==> src/rtl/d_pkg.sv <==
// Shared opcode/funct encodings, Tnew/Tuse constants and scoreboard types for d_hazard_scoreboard.
package d_pkg;

    localparam int TNEW_W = 2;
    localparam int TUSE_W = 3;

    localparam logic [5:0] OP_RTYPE = 6'h00;
    localparam logic [5:0] OP_J     = 6'h02;
    localparam logic [5:0] OP_JAL   = 6'h03;
    localparam logic [5:0] OP_BEQ   = 6'h04;
    localparam logic [5:0] OP_BNE   = 6'h05;
    localparam logic [5:0] OP_ADDI  = 6'h08;
    localparam logic [5:0] OP_ADDIU = 6'h09;
    localparam logic [5:0] OP_SLTI  = 6'h0a;
    localparam logic [5:0] OP_SLTIU = 6'h0b;
    localparam logic [5:0] OP_ANDI  = 6'h0c;
    localparam logic [5:0] OP_ORI   = 6'h0d;
    localparam logic [5:0] OP_XORI  = 6'h0e;
    localparam logic [5:0] OP_LUI   = 6'h0f;
    localparam logic [5:0] OP_COP0  = 6'h10;
    localparam logic [5:0] OP_LB    = 6'h20;
    localparam logic [5:0] OP_LH    = 6'h21;
    localparam logic [5:0] OP_LW    = 6'h23;
    localparam logic [5:0] OP_LBU   = 6'h24;
    localparam logic [5:0] OP_LHU   = 6'h25;
    localparam logic [5:0] OP_SB    = 6'h28;
    localparam logic [5:0] OP_SH    = 6'h29;
    localparam logic [5:0] OP_SW    = 6'h2b;

    localparam logic [5:0] F_SLL     = 6'h00;
    localparam logic [5:0] F_SRL     = 6'h02;
    localparam logic [5:0] F_SRA     = 6'h03;
    localparam logic [5:0] F_SLLV    = 6'h04;
    localparam logic [5:0] F_SRLV    = 6'h06;
    localparam logic [5:0] F_SRAV    = 6'h07;
    localparam logic [5:0] F_JR      = 6'h08;
    localparam logic [5:0] F_SYSCALL = 6'h0c;
    localparam logic [5:0] F_MFHI    = 6'h10;
    localparam logic [5:0] F_MTHI    = 6'h11;
    localparam logic [5:0] F_MFLO    = 6'h12;
    localparam logic [5:0] F_MTLO    = 6'h13;
    localparam logic [5:0] F_MULT    = 6'h18;
    localparam logic [5:0] F_MULTU   = 6'h19;
    localparam logic [5:0] F_DIV     = 6'h1a;
    localparam logic [5:0] F_DIVU    = 6'h1b;
    localparam logic [5:0] F_ADD     = 6'h20;
    localparam logic [5:0] F_ADDU    = 6'h21;
    localparam logic [5:0] F_SUB     = 6'h22;
    localparam logic [5:0] F_SUBU    = 6'h23;
    localparam logic [5:0] F_AND     = 6'h24;
    localparam logic [5:0] F_OR      = 6'h25;
    localparam logic [5:0] F_XOR     = 6'h26;
    localparam logic [5:0] F_NOR     = 6'h27;
    localparam logic [5:0] F_SLT     = 6'h2a;
    localparam logic [5:0] F_SLTU    = 6'h2b;
    localparam logic [5:0] F_ERET    = 6'h18;

    localparam logic [4:0] CP0_MF  = 5'd0;
    localparam logic [4:0] CP0_MT  = 5'd4;
    localparam logic [4:0] CP0_CO  = 5'd16;
    localparam logic [4:0] CP0_EPC = 5'd14;
    localparam logic [4:0] REG_RA  = 5'd31;

    localparam logic [TNEW_W-1:0] TNEW_ALU  = 2'd1;
    localparam logic [TNEW_W-1:0] TNEW_MD   = 2'd1;
    localparam logic [TNEW_W-1:0] TNEW_LOAD = 2'd2;
    localparam logic [TNEW_W-1:0] TNEW_CP0  = 2'd2;
    localparam logic [TNEW_W-1:0] TNEW_JAL  = 2'd0;

    localparam logic [TUSE_W-1:0] TUSE_BR   = 3'd0;
    localparam logic [TUSE_W-1:0] TUSE_ALU  = 3'd1;
    localparam logic [TUSE_W-1:0] TUSE_ST   = 3'd2;
    localparam logic [TUSE_W-1:0] TUSE_NONE = 3'd7;

    typedef enum logic [1:0] {
        MD_NONE = 2'd0,
        MD_MUL  = 2'd1,
        MD_DIV  = 2'd2
    } md_start_e;

    typedef struct packed {
        logic              valid;
        logic [4:0]        waddr;
        logic [TNEW_W-1:0] tnew;
        logic              epc_wr;
    } entry_t;

    typedef struct packed {
        logic [4:0]        waddr;
        logic [TNEW_W-1:0] tnew;
        logic [TUSE_W-1:0] tuse_rs;
        logic [TUSE_W-1:0] tuse_rt;
        logic              md_class;
        md_start_e         md_start;
        logic              eret;
        logic              syscall;
        logic              ri;
        logic              epc_wr;
    } dec_t;

    function automatic logic [TNEW_W-1:0] tnew_dec(input logic [TNEW_W-1:0] t);
        if (t != {TNEW_W{1'b0}}) begin
            return t - TNEW_W'(1);
        end else begin
            return {TNEW_W{1'b0}};
        end
    endfunction

endpackage

==> src/rtl/d_instr_decode.sv <==
// Combinational D-stage decoder: write address, Tnew, per-operand Tuse and mult/div/CP0 class.
// CP0 instructions (mfc0/mtc0/eret/syscall) and reserved-instruction flagging need CP0_EXC_EN.
module d_instr_decode
    import d_pkg::*;
(
    input  logic [31:0] instr,
    output dec_t        dec
);

    logic [5:0] op_s;
    logic [5:0] funct_s;
    logic [4:0] rs_s;
    logic [4:0] rt_s;
    logic [4:0] rd_s;
    logic       unused_shamt_s;

    assign op_s           = instr[31:26];
    assign rs_s           = instr[25:21];
    assign rt_s           = instr[20:16];
    assign rd_s           = instr[15:11];
    assign funct_s        = instr[5:0];
    assign unused_shamt_s = ^instr[10:6];

    // Instruction class to writer/reader timing
    always_comb begin
        dec          = '0;
        dec.tuse_rs  = TUSE_NONE;
        dec.tuse_rt  = TUSE_NONE;
        dec.md_start = MD_NONE;
        case (op_s)
            OP_RTYPE: begin
                case (funct_s)
                    F_ADD, F_ADDU, F_SUB, F_SUBU, F_AND, F_OR, F_XOR, F_NOR,
                    F_SLT, F_SLTU, F_SLLV, F_SRLV, F_SRAV: begin
                        dec.waddr   = rd_s;
                        dec.tnew    = TNEW_ALU;
                        dec.tuse_rs = TUSE_ALU;
                        dec.tuse_rt = TUSE_ALU;
                    end
                    F_SLL, F_SRL, F_SRA: begin
                        dec.waddr   = rd_s;
                        dec.tnew    = TNEW_ALU;
                        dec.tuse_rt = TUSE_ALU;
                    end
                    F_JR: dec.tuse_rs = TUSE_BR;
                    F_MFHI, F_MFLO: begin
                        dec.waddr    = rd_s;
                        dec.tnew     = TNEW_MD;
                        dec.md_class = 1'b1;
                    end
                    F_MTHI, F_MTLO: begin
                        dec.tuse_rs  = TUSE_ALU;
                        dec.md_class = 1'b1;
                    end
                    F_MULT, F_MULTU, F_DIV, F_DIVU: begin
                        dec.tuse_rs  = TUSE_ALU;
                        dec.tuse_rt  = TUSE_ALU;
                        dec.md_class = 1'b1;
                        dec.md_start = (funct_s == F_DIV || funct_s == F_DIVU) ? MD_DIV : MD_MUL;
                    end
                    F_SYSCALL: begin
`ifdef CP0_EXC_EN
                        dec.syscall = 1'b1;
`else
                        dec.syscall = 1'b0;
`endif
                    end
                    default: dec.ri = 1'b1;
                endcase
            end
            OP_ADDI, OP_ADDIU, OP_SLTI, OP_SLTIU, OP_ANDI, OP_ORI, OP_XORI: begin
                dec.waddr   = rt_s;
                dec.tnew    = TNEW_ALU;
                dec.tuse_rs = TUSE_ALU;
            end
            OP_LUI: begin
                dec.waddr = rt_s;
                dec.tnew  = TNEW_ALU;
            end
            OP_LB, OP_LH, OP_LW, OP_LBU, OP_LHU: begin
                dec.waddr   = rt_s;
                dec.tnew    = TNEW_LOAD;
                dec.tuse_rs = TUSE_ALU;
            end
            OP_SB, OP_SH, OP_SW: begin
                dec.tuse_rs = TUSE_ALU;
                dec.tuse_rt = TUSE_ST;
            end
            OP_BEQ, OP_BNE: begin
                dec.tuse_rs = TUSE_BR;
                dec.tuse_rt = TUSE_BR;
            end
            OP_J: dec.ri = 1'b0;
            OP_JAL: begin
                dec.waddr = REG_RA;
                dec.tnew  = TNEW_JAL;
            end
            OP_COP0: begin
`ifdef CP0_EXC_EN
                case (rs_s)
                    CP0_MF: begin
                        dec.waddr = rt_s;
                        dec.tnew  = TNEW_CP0;
                    end
                    CP0_MT: begin
                        dec.tuse_rt = TUSE_ST;
                        dec.epc_wr  = (rd_s == CP0_EPC);
                    end
                    CP0_CO: begin
                        dec.eret = (funct_s == F_ERET);
                        dec.ri   = (funct_s != F_ERET);
                    end
                    default: dec.ri = 1'b1;
                endcase
`else
                dec.ri = 1'b0;
`endif
            end
            default: dec.ri = 1'b1;
        endcase
`ifndef CP0_EXC_EN
        dec.ri = 1'b0;
`endif
    end

endmodule

==> src/rtl/d_hazard_scoreboard.sv <==
// Decode-stage hazard unit: in-flight writer scoreboard, HI/LO busy counter, stall and forward selects.
// Build option CP0_EXC_EN adds CP0 decode, exception flags and the eret-after-mtc0-EPC interlock.
module d_hazard_scoreboard
    import d_pkg::*;
#(
    parameter int NUM_STAGES = 3,
    parameter int MUL_CYCLES = 5,
    parameter int DIV_CYCLES = 10
) (
    input  logic        clk,
    input  logic        reset,
    input  logic [31:0] instr_d,
    input  logic        valid_d,
    input  logic        flush,
    output logic        stall,
    output logic [1:0]  fwd_rs_sel,
    output logic [1:0]  fwd_rt_sel,
    output logic        md_busy,
    output logic        exc_ri,
    output logic        exc_sys,
    output logic        eret_d
);

    localparam int CNT_W = $clog2(DIV_CYCLES + 1);

    dec_t                  dec_s;
    entry_t                sb_r [NUM_STAGES];
    entry_t                e0_next_s;
    md_start_e             e0_md_r;
    md_start_e             e0_md_next_s;
    logic [CNT_W-1:0]      md_cnt_r;
    logic [4:0]            rs_s;
    logic [4:0]            rt_s;
    logic [NUM_STAGES-1:0] rs_hz_s, rt_hz_s, rs_fw_s, rt_fw_s, epc_pend_s;
    logic                  md_hz_s;
    logic                  eret_hz_s;

    assign rs_s = instr_d[25:21];
    assign rt_s = instr_d[20:16];

    d_instr_decode u_dec (
        .instr (instr_d),
        .dec   (dec_s)
    );

    for (genvar k = 0; k < NUM_STAGES; k++) begin : g_cmp
        assign rs_hz_s[k]    = sb_r[k].valid && (sb_r[k].waddr == rs_s) && (sb_r[k].waddr != 5'd0)
                               && ({1'b0, sb_r[k].tnew} > dec_s.tuse_rs);
        assign rt_hz_s[k]    = sb_r[k].valid && (sb_r[k].waddr == rt_s) && (sb_r[k].waddr != 5'd0)
                               && ({1'b0, sb_r[k].tnew} > dec_s.tuse_rt);
        assign rs_fw_s[k]    = sb_r[k].valid && (sb_r[k].waddr == rs_s) && (rs_s != 5'd0)
                               && (sb_r[k].tnew == {TNEW_W{1'b0}});
        assign rt_fw_s[k]    = sb_r[k].valid && (sb_r[k].waddr == rt_s) && (rt_s != 5'd0)
                               && (sb_r[k].tnew == {TNEW_W{1'b0}});
        assign epc_pend_s[k] = sb_r[k].valid && sb_r[k].epc_wr;
    end

    // Youngest (lowest index) ready producer wins; select is 1 + entry index
    function automatic logic [1:0] fwd_pick(input logic [NUM_STAGES-1:0] m);
        logic [1:0] sel;
        sel = 2'd0;
        for (int k = NUM_STAGES - 1; k >= 0; k--) begin
            if (m[k]) begin
                sel = 2'(k + 1);
            end else begin
                sel = sel;
            end
        end
        return sel;
    endfunction

    assign md_hz_s   = dec_s.md_class && ((md_cnt_r != {CNT_W{1'b0}}) || (e0_md_r != MD_NONE));
    assign eret_hz_s = dec_s.eret && (|epc_pend_s);
    assign md_busy   = (md_cnt_r != {CNT_W{1'b0}});
    assign exc_ri    = valid_d && dec_s.ri;
    assign exc_sys   = valid_d && dec_s.syscall;
    assign eret_d    = valid_d && dec_s.eret;

    // Stall and forward selects for the instruction currently in D
    always_comb begin
        stall      = 1'b0;
        fwd_rs_sel = 2'd0;
        fwd_rt_sel = 2'd0;
        if (valid_d) begin
            stall      = (|rs_hz_s) || (|rt_hz_s) || md_hz_s || eret_hz_s;
            fwd_rs_sel = fwd_pick(rs_fw_s);
            fwd_rt_sel = fwd_pick(rt_fw_s);
        end else begin
            stall      = 1'b0;
            fwd_rs_sel = 2'd0;
            fwd_rt_sel = 2'd0;
        end
    end

    // Next E-stage entry: flush beats stall, a stalled or absent instruction becomes a bubble
    always_comb begin
        e0_next_s    = '0;
        e0_md_next_s = MD_NONE;
        if (!flush && valid_d && !stall) begin
            e0_next_s.valid  = 1'b1;
            e0_next_s.waddr  = dec_s.waddr;
            e0_next_s.tnew   = dec_s.tnew;
            e0_next_s.epc_wr = dec_s.epc_wr;
            e0_md_next_s     = dec_s.md_start;
        end else begin
            e0_next_s    = '0;
            e0_md_next_s = MD_NONE;
        end
    end

    // Scoreboard shift with saturating Tnew countdown
    always_ff @(posedge clk or negedge reset) begin
        if (!reset) begin
            for (int k = 0; k < NUM_STAGES; k++) begin
                sb_r[k] <= '0;
            end
            e0_md_r <= MD_NONE;
        end else begin
            for (int k = 1; k < NUM_STAGES; k++) begin
                sb_r[k].valid  <= sb_r[k-1].valid && !flush;
                sb_r[k].waddr  <= sb_r[k-1].waddr;
                sb_r[k].tnew   <= tnew_dec(sb_r[k-1].tnew);
                sb_r[k].epc_wr <= sb_r[k-1].epc_wr;
            end
            sb_r[0] <= e0_next_s;
            e0_md_r <= e0_md_next_s;
        end
    end

    // HI/LO busy counter, armed as a mult/div leaves E
    always_ff @(posedge clk or negedge reset) begin
        if (!reset) begin
            md_cnt_r <= {CNT_W{1'b0}};
        end else if (e0_md_r == MD_MUL) begin
            md_cnt_r <= CNT_W'(MUL_CYCLES);
        end else if (e0_md_r == MD_DIV) begin
            md_cnt_r <= CNT_W'(DIV_CYCLES);
        end else if (md_cnt_r != {CNT_W{1'b0}}) begin
            md_cnt_r <= md_cnt_r - CNT_W'(1);
        end else begin
            md_cnt_r <= md_cnt_r;
        end
    end

endmodule
==> config.mk <==
export PLATFORM = sky130hd
export DESIGN_NAME = d_hazard_scoreboard
export DESIGN_NICKNAME = d
export VERILOG_FILES = /design/src/rtl/d_pkg.sv /design/src/rtl/d_instr_decode.sv /design/src/rtl/d_hazard_scoreboard.sv
export SDC_FILE = /design/constraint.sdc
export NUM_CORES = 1
export LEC_CHECK = 0
export ABC_AREA = 1
export CAP_MARGIN = 15
export CORE_UTILIZATION = 45
export CTS_BUF_LIST = sky130_fd_sc_hd__clkbuf_8
export CTS_CLUSTER_SIZE = 16
export DETAILED_ROUTE_END_ITERATION = 10
export PLACE_DENSITY = 0.7
export SYNTH_ARGS = -nofsm -noshare
export SYNTH_HDL_FRONTEND = slang
export SYNTH_SLANG_ARGS = --single-unit
==> constraint.sdc <==
create_clock -name clk -period 5.3 [get_ports clk]
set_input_delay 0.795 -clock clk [delete_from_list [all_inputs] [get_ports clk]]
set_output_delay 0.795 -clock clk [all_outputs]
set_load 0.1 [all_outputs]
==> metrics.md, run 1 <==
| Metric | Value |
|---|---|
| Status | `finished clean` |
| Cell Rows | `26` |
| Hold Vio Cnt, Final | `0` |
| Die area | `just under 0.006 mm2` |
| Synth area leaders | `dfrtp_1, nand2_1, inv_1` |
| Setup TNS Final | `0 ps` |
| Max-capacitance violation count | `0` |
| Drt drc | `0` |
| Post-DP HPWL | `around 4.8 mm` |
| Largest net degree at the start of global routing | `31` |
| # Post-CTS Setup Buffers | `0` |
| Final total power | `754 uW` |
| Leak Pwr | `about 0.0015 uW` |
| Fmax | `231 MHz` |
| Critical path endpoint category | `output port` |
| Switching power | `228 uW` |
| Compound-cell area share of the yosys netlist | `10.1%` |
| Port Buffers | `36` |
| Register area | `751 um2` |
| Final period util | `approximately four fifths` |
| Xor and xnor area share after synthesis | `1.76%` |
| Simple-Gate Fraction of Synth Area | `38.0%` |
| Starting DRT DRC Count | `143` |
| Adder-Cell Fraction of Synth Area | `about 7.0%` |
| Max stage delay on crit path | `roughly 550 ps` |
| Worst-Margin Slew | `973 ps` |
| Peak VDD IR | `approximately 0.18 mV` |
| Via count | `2,478` |
| Area delta synth->final | `22.9%` |
| Synth top area share | `30.1%` |
| Top Family by Delay on Critical Path | `simple AND/OR/NAND/NOR gates` |
| Die X | `76.4 um` |
| Register area share after synthesis | `between 30% and 40%` |
| Post-synthesis sequential element count | `30` |
| Multi-input gate area | `0.00143 mm2` |
| Die height | `approximately 76 um` |
| ANT cells | `0` |
| Distinct cells, synth | `30` |
| Slew Viols, Final | `0` |
| Hold-fix buffers, CTS | `0` |
| Arrival time worst endpoint | `3530 ps` |
| Clk slew on worst S/H paths | `70 ps` |
| CTS tree | `built` |
| Gate Count Post-Synth | `386` |
| Number of global-route vias before repair | `~2.2k` |
| Skew final | `roughly 6.4 ps` |
| Synth Warn # | `0` |
| CTS H-tree depth | `2` |
| Initial antenna violation count | `0` |
| Share of power burned in registers | `35.2%` |
| # resized after CTS | `0` |
| CP max stage cell | `clkdlybuf4s50_1` |
| Core Region | `0.00520 mm2` |
| Slew HR | `35.0%` |
| CP max FO | `5` |
| Total CTS buffers | `5` |
| Hold slack | `427 ps` |
| Setup crit start kind | `input pin` |
| Crit path cell chain | `clkdlybuf4s50_1, inv_2, nor2_2, nand3_2, nand2_2, nor2_2, or3b_2, ha_1, nor2_1, o21ai_0, nor2_1, nand2_2, nand3_2, nor2_4, nor2_1, buf_4` |
| Largest family of logic cells by synthesized area | `simple AND/OR/NAND/NOR gates` |
| Int Pwr | `526 uW` |
| Most frequent cells in the layout | `nand2_1, inv_1, nor2_1` |
| Metal2 WL | `2.52 mm` |
| Final net count | `479` |
| First-pass GRT wire length | `between 9 and 10 mm` |
| Mapped cell area | `0.00249 mm2` |
| Final setup vio count | `0` |
| DRT Pass-1 Iters | `4` |
| Synth area leader | `dfrtp_1` |
| Total Wirelength | `5.76 mm` |
| Vias per inst | `4.96` |
| Clk pwr share | `around two fifths` |
| Most used cell, CP | `nor2_1` |
| GR Overflow Total | `0` |
| HP Class | `reg2reg` |
| RSZ-0062 raised after global routing | `false` |
| TritonCTS sink count | `30` |
| Critical Path RT | `approximately 4500 ps` |
| Clock Latency Late Sink | `280 ps` |
| Min Tclk post-route | `approximately 4300 ps` |
| Design area | `0.00306 mm2` |
| Multiplexer share of the synthesized area | `0%` |
| Critical path class | `in2out` |
| Layout Utilization | `58.8%` |
| Logic pwr share | `26.3%` |
| Clock tree root driver cell | `clkbuf_8` |
| Top layer in use | `met4` |
| Post-DRT Antenna Nets | `0` |
| Share of layout cells above drive strength 1 | `9.77%` |
| Aggregate global-route resource usage | `21.6%` |
| Post-DP Area | `around 0.0029 mm2` |
| Starting Density | `47.9%` |
| Layout fillers | `535` |
| Worst path buffer plus inverter count | `3` |
| Metal-1 WL | `2.88 mm` |
| Met3 WL post-DR | `229 um` |
| DR WL/cell | `11.5 um` |
| Gp weighted congestion | `0.917` |
| Avg Cell Area, Syn | `6.46 um2` |
| Max Buffers Root-to-Sink | `2` |
| Ports | `45` |
| Most common cell after layout, fill and taps aside | `nand2_1` |
| PD cells | `246 mW/mm2` |
| Sw Share | `30.2%` |
## worst paths after layout
path	start	endpoint	slack, ps	cells after the start
worst min register to register	sb_r[15]	sb_r[6]	430	0
worst max-delay path	instr_d[29]	stall	980	16
min in group asynchronous	reset	sb_r[22]	890	2
max in group asynchronous	reset	md_cnt_r[0]	4120	2
worst max register to register	sb_r[19]	sb_r[19]	3510	12
worst min-delay path	sb_r[15]	sb_r[6]	430	0
## flip-flops by register name (all words and copies together), names as in the netlist
register	count
sb_r	24
e0_md_r	2
md_cnt_r	4
## Yosys cell counts (all sizes together)
cell,instances
xor2,2
dfrtp,30
buf,3
nor2,71
conb,1
nand3b,1
xnor2,3
or2,1
o211ai,8
nand3,25
and2,1
a21oi,10
a21boi,1
a211o,1
or3b,1
o22ai,5
nand4,10
inv,79
nor3,9
nor3b,1
o211a,1
o21ai,17
ha,14
nand2,91
## layer usage
metal / track usage [%] / vias up
met2: 34.7 / 61
met1: 29.1 / 1118
li1: - / 1289
met5: 0 / -
met3: 3.23 / 10
met4: 8.46 / 0
## worst register-to-register path, delay by kind of cell (launching register included)
kind / cells / cell delay, ps
AOI/OAI and AO/OA: 1 / 170
adders and majority gates: 1 / 310
buffers and inverters: 1 / 80
DFF: 1 / 400
and+or+nand+nor: 9 / 730
## kinds of logic after synthesis
| group | Yosys count |
|---|---|
| and+or+nand+nor | 211 |
| buffers and inverters | 82 |
| AOI/OAI and AO/OA | 43 |
| DFF | 30 |
| adders and majority gates | 14 |
| xor gates and xnor gates | 5 |
| other | 1 |
## stage by stage
stage | std cells | setup slack (ps)
after floorplan | 388 | 906
after global placement | 492 | 1000
after detailed placement | 492 | 984
after CTS | 500 | 968
after global routing | 500 | 728
final | 500 | 976
## power by group through the flow
| stage | Sequential, uW | Clock (uW) | Combinational [uW] |
|---|---|---|---|
| floorplan | 265 | 0 | 138 |
| global placement | 268 | 0 | 194 |
| detailed placement | 268 | 0 | 200 |
| CTS | 265 | 297 | 200 |
| global route | 268 | 309 | 226 |
| finish | 265 | 291 | 198 |
## cell type report
cell class                 count  share of cell area, %
clock buffer                   6                   2.70
clock inverter                 2                   1.96
inverter                      79                   9.68
multi-input combinational    276                   46.7
sequential                    30                   24.5
tap                           70                   2.86
timing repair buffer          37                   11.6
(Power assumes the default switching activity.)
==> inputs of run 2 (changes only) <==
Clock period 5.3 ns to 4 ns, I/O delays scaled along.
==> run 2 against run 1 <==
  * Hold slack got worse by 18 ps
  * Sequential cell count is the same
  * Critical path depth down 1
  * Register-to-register slack lost 1300 ps
  * Non-clock buffer count grew 1
  * Die area did not move
  * Clock skew rose by 1.8 ps
  * Final area down 0.82%
  * Worst setup slack worse by 750 ps
  * Global-route usage down 0.91 points
  * Largest power group is now sequential cells
  * Largest cell class unchanged
  * Critical path type unchanged
  * Sequential power grew 32%
==> metrics.md, run 2 (same netlist as run 1, synthesis figures left out) <==
| Metric | Value |
|---|---|
| Leak Pwr | `0.00151 uW (-1.2%)` |
| RSZ-0062 raised after global routing | `false` |
| Hold slack | `409 ps (-17.8 ps)` |
| Design area | `0.00304 mm2 (-0.82%)` |
| GR Overflow Total | `0 (unchanged)` |
| Final setup vio count | `0 (unchanged)` |
| CP max FO | `5 (unchanged)` |
| Die height | `76.4 um (unchanged)` |
| HP Class | `reg2reg` |
| CP startpoint | `instr_d[29]` |
| Ports | `45 (unchanged)` |
| Starting Density | `47.9% (unchanged)` |
| PD cells | `286 mW/mm2 (+16%)` |
| Die X | `76.4 um (unchanged)` |
| Total CTS buffers | `5 (unchanged)` |
| Most frequent cells in the layout | `nand2_1, inv_1, nor2_1` |
| Starting DRT DRC Count | `197 (+38%)` |
| Max Buffers Root-to-Sink | `2 (unchanged)` |
| Setup slack after layout | `227 ps (-749 ps)` |
| Arrival time worst endpoint | `3170 ps (-360 ps)` |
| Port Buffers | `36 (unchanged)` |
| Hold Vio Cnt, Final | `0 (unchanged)` |
| Core Region | `0.00520 mm2 (unchanged)` |
| CTS H-tree depth | `2 (unchanged)` |
| Register area | `751 um2 (unchanged)` |
| Final net count | `480 (+0.21%)` |
| Post-DP Area | `0.00294 mm2 (+0.51%)` |
| Multi-input gate area | `0.00143 mm2 (+0.17%)` |
| Aggregate global-route resource usage | `20.7% (-0.91 points)` |
| Hold-fix buffers, CTS | `0 (unchanged)` |
| Layout fillers | `510 (-4.7%)` |
| Largest net degree at the start of global routing | `31 (unchanged)` |
| Setup crit start kind | `input pin` |
| First-pass GRT wire length | `9.73 mm (-2.7%)` |
| Max reg flops | `24 (unchanged)` |
| Drt drc | `0 (unchanged)` |
| Critical path class | `in2out` |
| Dpl ws | `177 ps (-808 ps)` |
| ANT cells | `0 (unchanged)` |
| Number of global-route vias before repair | `2,179 (-2.9%)` |
| Area delta synth->final | `21.9%` |
| Worst r2r path cells | `12 (unchanged)` |
| Slew HR | `35.7% (+0.77 points)` |
| Largest registers | `sb_r x24, md_cnt_r x4, e0_md_r x2` |
| Peak VDD IR | `0.172 mV (-4.0%)` |
| Min Tclk post-route | `3770 ps` |
| CTS tree | `built` |
| Worst R2R Setup Slack | `2220 ps (-1290 ps)` |
| Post-DP HPWL | `4.71 mm (-0.89%)` |
| Skew final | `8.24 ps (+1.81 ps)` |
| Clk slew on worst S/H paths | `70 ps (about the same)` |
| Reg2reg start | `sb_r[19]` |
| Critical path capture point | `stall` |
| Max-capacitance violation count | `0 (unchanged)` |
| Clock tree root driver cell | `clkbuf_8` |
| RR Endpoint | `sb_r[19]` |
| DR WL/cell | `11.2 um (-2.6%)` |
| Vias per inst | `4.88 (-1.6%)` |
| Worst-Margin Slew | `961 ps (-11.6 ps)` |
| Slew Viols, Final | `0 (unchanged)` |
| Clock Latency Late Sink | `290 ps (about the same)` |
| TritonCTS sink count | `30 (unchanged)` |
| DRT Pass-1 Iters | `4 (unchanged)` |
| Via count | `2,443 (-1.4%)` |
| Setup TNS Final | `0 ps (unchanged)` |
| Critical Path RT | `3400 ps (-1110 ps)` |
| Fmax | `265 MHz` |
| Total Wirelength | `5.62 mm (-2.4%)` |
| Most common cell after layout, fill and taps aside | `nand2_1` |
| Largest Register | `sb_r` |
| Die area | `0.00584 mm2 (unchanged)` |
| Final total power | `868 uW (+15%)` |
| Final period util | `94.3%` |
| Gp weighted congestion | `0.887 (-3.2%)` |
| Post-DRT Antenna Nets | `0 (unchanged)` |
| Critical path endpoint category | `output port` |
| Cell Rows | `26 (unchanged)` |
| Initial antenna violation count | `0 (unchanged)` |
| Share of layout cells above drive strength 1 | `10.2% (+0.44 points)` |
| Status | `finished clean` |
-- run 2: power by group --
group	switching, uW	internal [uW]
clock	116	138
sequential	19.7	331
combinational	162	102
-- run 2: how the worst min path moves through the flow --
stage / startpoint / to / slack [ps] / cells after the start
4_1_cts: sb_r[15] / sb_r[6] / 420 / 0
3_3_place_gp: sb_r[15] / sb_r[6] / 390 / 0
3_5_place_dp: sb_r[15] / sb_r[6] / 410 / 0
6_report: sb_r[15] / sb_r[6] / 410 / 0
5_1_grt: sb_r[15] / sb_r[6] / 420 / 0
2_1_floorplan: reset / e0_md_r[0] / 300 / 0
-- run 2: worst max-delay path: stages --
cell             delay (ps)
clkdlybuf4s50_1         490
nor2_2                  180
nand3_1                 130
inv_2                   120
nor2_2                   60
or3b_2                  500
ha_1                    300
inv_1                    30
nor2_1                  110
nand3_1                  90
nand2_1                  80
nand2_2                  80
nor2_4                  150
nor2_2                   60
buf_12                  170
-- run 2: cell type report --
type | instances | area share (%)
timing repair buffer | 38 | 12.4
clock inverter | 2 | 0.412
clock buffer | 6 | 2.72
sequential | 30 | 24.7
multi-input combinational | 276 | 47.2
tap | 70 | 2.88
inverter | 79 | 9.76
-- run 2: timing repair --
item                                    in CTS  in global routing
endpoints found under the setup margin       0                  1
gates resized for setup                      0                  0
setup buffers                                0                  1
-- run 2: metrics by stage --
| stage | utilization, % | instances |
|---|---|---|
| final | 58.4 | 501 |
| after global routing | 58.4 | 501 |
| after CTS | 58.2 | 500 |
| after detailed placement | 56.4 | 492 |
| after global placement | 56.4 | 492 |
| after floorplan | - | 388 |
-- run 2: metal layers --
metal  GRT usage [%]  vias to the layer above  part of all wire (%)
met5               0                        -                     0
met4            5.19                        0                   1.0
met3            4.19                        6                   6.2
met2            32.9                       62                    45
met1            28.6                     1081                    48
li1                -                     1294                     -
==> inputs of run 3 (changes only) <==
==> constraint.sdc (replaced) <==
create_clock -name clk -period 4 [get_ports clk]
set_input_delay 1 -clock clk [delete_from_list [all_inputs] [get_ports clk]]
set_output_delay 1 -clock clk [all_outputs]
set_load 0.1 [all_outputs]
==> run 3 against run 2 <==
  * Critical endpoint unchanged
  * Register-to-register slack lost 160 ps
  * Hold slack lost 8.1 ps
  * Total power grew 5.6%
  * First-iteration DRC count shrank 8.1%
  * Clock skew shrank 0.77 ps
  * Non-clock buffer count grew 43
  * Routed wire length grew 14%
  * Utilization grew 10 points
==> metrics.md, run 3 (same netlist as run 1, synthesis figures left out) <==
| Metric | Value |
|---|---|
| CP max stage cell | `or3b_4` |
| Core Region | `0.00520 mm2 (unchanged)` |
| Number of global-route vias before repair | `2,459 (+13%)` |
| Critical path endpoint category | `output port` |
| First-pass GRT wire length | `10.6 mm (+8.8%)` |
| Final net count | `523 (+9.0%)` |
| Die X | `76.4 um (unchanged)` |
| ANT cells | `0 (unchanged)` |
| Most used cell, CP | `nor2_4` |
| DR WL/cell | `11.8 um (+5.2%)` |
| CTS tree | `built` |
| Worst-Margin Slew | `524 ps (-437 ps)` |
| Max reg flops | `24 (unchanged)` |
| Drt drc | `0 (unchanged)` |
| Vias per inst | `4.96 (+1.6%)` |
| Skew final | `7.47 ps (-0.768 ps)` |
| Critical path class | `in2out` |
| TritonCTS sink count | `30 (unchanged)` |
| Final setup vio count | `0 (unchanged)` |
| RSZ-0062 raised after global routing | `true` |
| Die height | `76.4 um (unchanged)` |
| Max-capacitance violation count | `0 (unchanged)` |
| Slew HR | `64.7% (+29 points)` |
| Starting DRT DRC Count | `181 (-8.1%)` |
| Clock Latency Late Sink | `290 ps (about the same)` |
| Setup crit start kind | `input pin` |
| Min Tclk post-route | `3990 ps (+213 ps)` |
| CTS H-tree depth | `2 (unchanged)` |
| Critical Path RT | `3000 ps (-400 ps)` |
| Max stage delay on crit path | `460 ps (-40 ps)` |
| Gp weighted congestion | `0.869 (-2.1%)` |
| Max Buffers Root-to-Sink | `2 (unchanged)` |
| Status | `finished clean` |
| Area delta synth->final | `42.9%` |
| Hold depth | `0 (unchanged)` |
| Aggregate global-route resource usage | `22.6% (+1.9 points)` |
| Post-DRT Antenna Nets | `0 (unchanged)` |
| Post-DP HPWL | `5.04 mm (+6.9%)` |
| GR Overflow Total | `0 (unchanged)` |
| Design area | `0.00356 mm2 (+17%)` |
| Port Buffers | `36 (unchanged)` |
| Hold Vio Cnt, Final | `0 (unchanged)` |
| Layout fillers | `462 (-9.4%)` |
| Via count | `2,696 (+10%)` |
| CP max FO | `4 (-1)` |
| Crit path cell chain | `buf_4, nor2_4, nand2_2, nor2_2, nor2_2, or3b_4, ha_4, inv_1, nor2_1, nand3_1, nand2_1, nand2_2, nor2_4, nor2_4, buf_12` |
| Largest registers | `sb_r x24, md_cnt_r x4, e0_md_r x2` |
| Clk slew on worst S/H paths | `70 ps (about the same)` |
| DRT Pass-1 Iters | `4 (unchanged)` |
| Total CTS buffers | `5 (unchanged)` |
| Clock tree root driver cell | `clkbuf_8` |
| Post-DP Area | `0.00323 mm2 (+10%)` |
| Total Wirelength | `6.42 mm (+14%)` |
| Arrival time worst endpoint | `2990 ps (-180 ps)` |
| Largest net degree at the start of global routing | `31 (unchanged)` |
| Worst r2r path cells | `13 (+1)` |
| Slew Viols, Final | `0 (unchanged)` |
| Peak VDD IR | `0.157 mV (-9.0%)` |
| Dpl cells | `523 (+6.3%)` |
| Cell Rows | `26 (unchanged)` |
| PD cells | `257 mW/mm2 (-9.9%)` |
| Leak Pwr | `0.00177 uW (+18%)` |
| Largest Register | `sb_r` |
| Fin cells | `544 (+8.6%)` |
| Ports | `45 (unchanged)` |
| HP Class | `reg2reg` |
| Final period util | `99.6% (+5.3 points)` |
| Most common cell after layout, fill and taps aside | `nand2_1` |
| Starting Density | `47.9% (unchanged)` |
| Initial antenna violation count | `0 (unchanged)` |
| Share of layout cells above drive strength 1 | `28.3% (+18 points)` |
| Die area | `0.00584 mm2 (unchanged)` |
| Fmax | `251 MHz (-5.3%)` |
| Most frequent cells in the layout | `nand2_1, inv_1, nor2_1` |
-- run 3: layout make-up --
cell class,instances,area [um2],area share [%]
tap,70,87.6,2.46
timing repair buffer,81,736,20.7
multi-input combinational,276,1600,44.8
clock inverter,2,12.5,0.351
sequential,30,751,21.1
inverter,79,297,8.33
clock buffer,6,82.6,2.32
-- run 3: metal layers --
metal  part of all wire, %  vias up  GRT usage [%]  routed length (um)
li1                      -     1384              -                   -
met1                    45     1239           29.6                2900
met2                    49       69           38.8                3130
met3                   5.0        4           3.11                 320
met4                   1.1        0           5.96                  68
met5                     0        -              0                   0
-- run 3: per-stage QoR --
stage | utilization (%) | TNS, ps | setup WS, ps | hold WS, ps | total power, uW
after floorplan | - | -325 | -325 | 374 | 534
after global placement | 62.0 | -492 | -492 | 387 | 631
after detailed placement | 62.0 | -500 | -500 | 390 | 640
after CTS | 65.2 | 0 | 6.71 | 402 | 900
after global routing | 68.4 | -90.0 | -90.0 | 413 | 973
final | 68.4 | 0 | 14.1 | 401 | 916
-- run 3: worst paths after layout --
kind                            startpoint          end  slack (ps)
worst max-delay path            instr_d[2]        stall          10
worst min-delay path              sb_r[15]      sb_r[6]         400
worst max register to register    sb_r[19]     sb_r[19]        2060
worst min register to register    sb_r[15]      sb_r[6]         400
max in group asynchronous            reset  md_cnt_r[0]        2610
min in group asynchronous            reset      sb_r[5]        1100
-- run 3: timing repair --
item / CTS / global route
pin swaps: 29 / 34
gates resized for setup: 60 / 48
setup endpoints to repair: 1 / 1
endpoints found under the hold margin: 0 / 0
hold buffers: 0 / 0
cloned: 0 / 0
buffers inserted: 6 / 7
-- run 3: critical path: cells and delay by family --
| family | cells | cell delay, ps |
|---|---|---|
| adders and majority gates | 1 | 290 |
| and+or+nand+nor | 11 | 1380 |
| buffers and inverters | 3 | 330 |
-- run 3: power breakdown --
part           total, uW  switching, uW  internal [uW]
Clock                259            121            138
Sequential           351           20.8            331
Combinational        306            176            130
Total                916            318            599
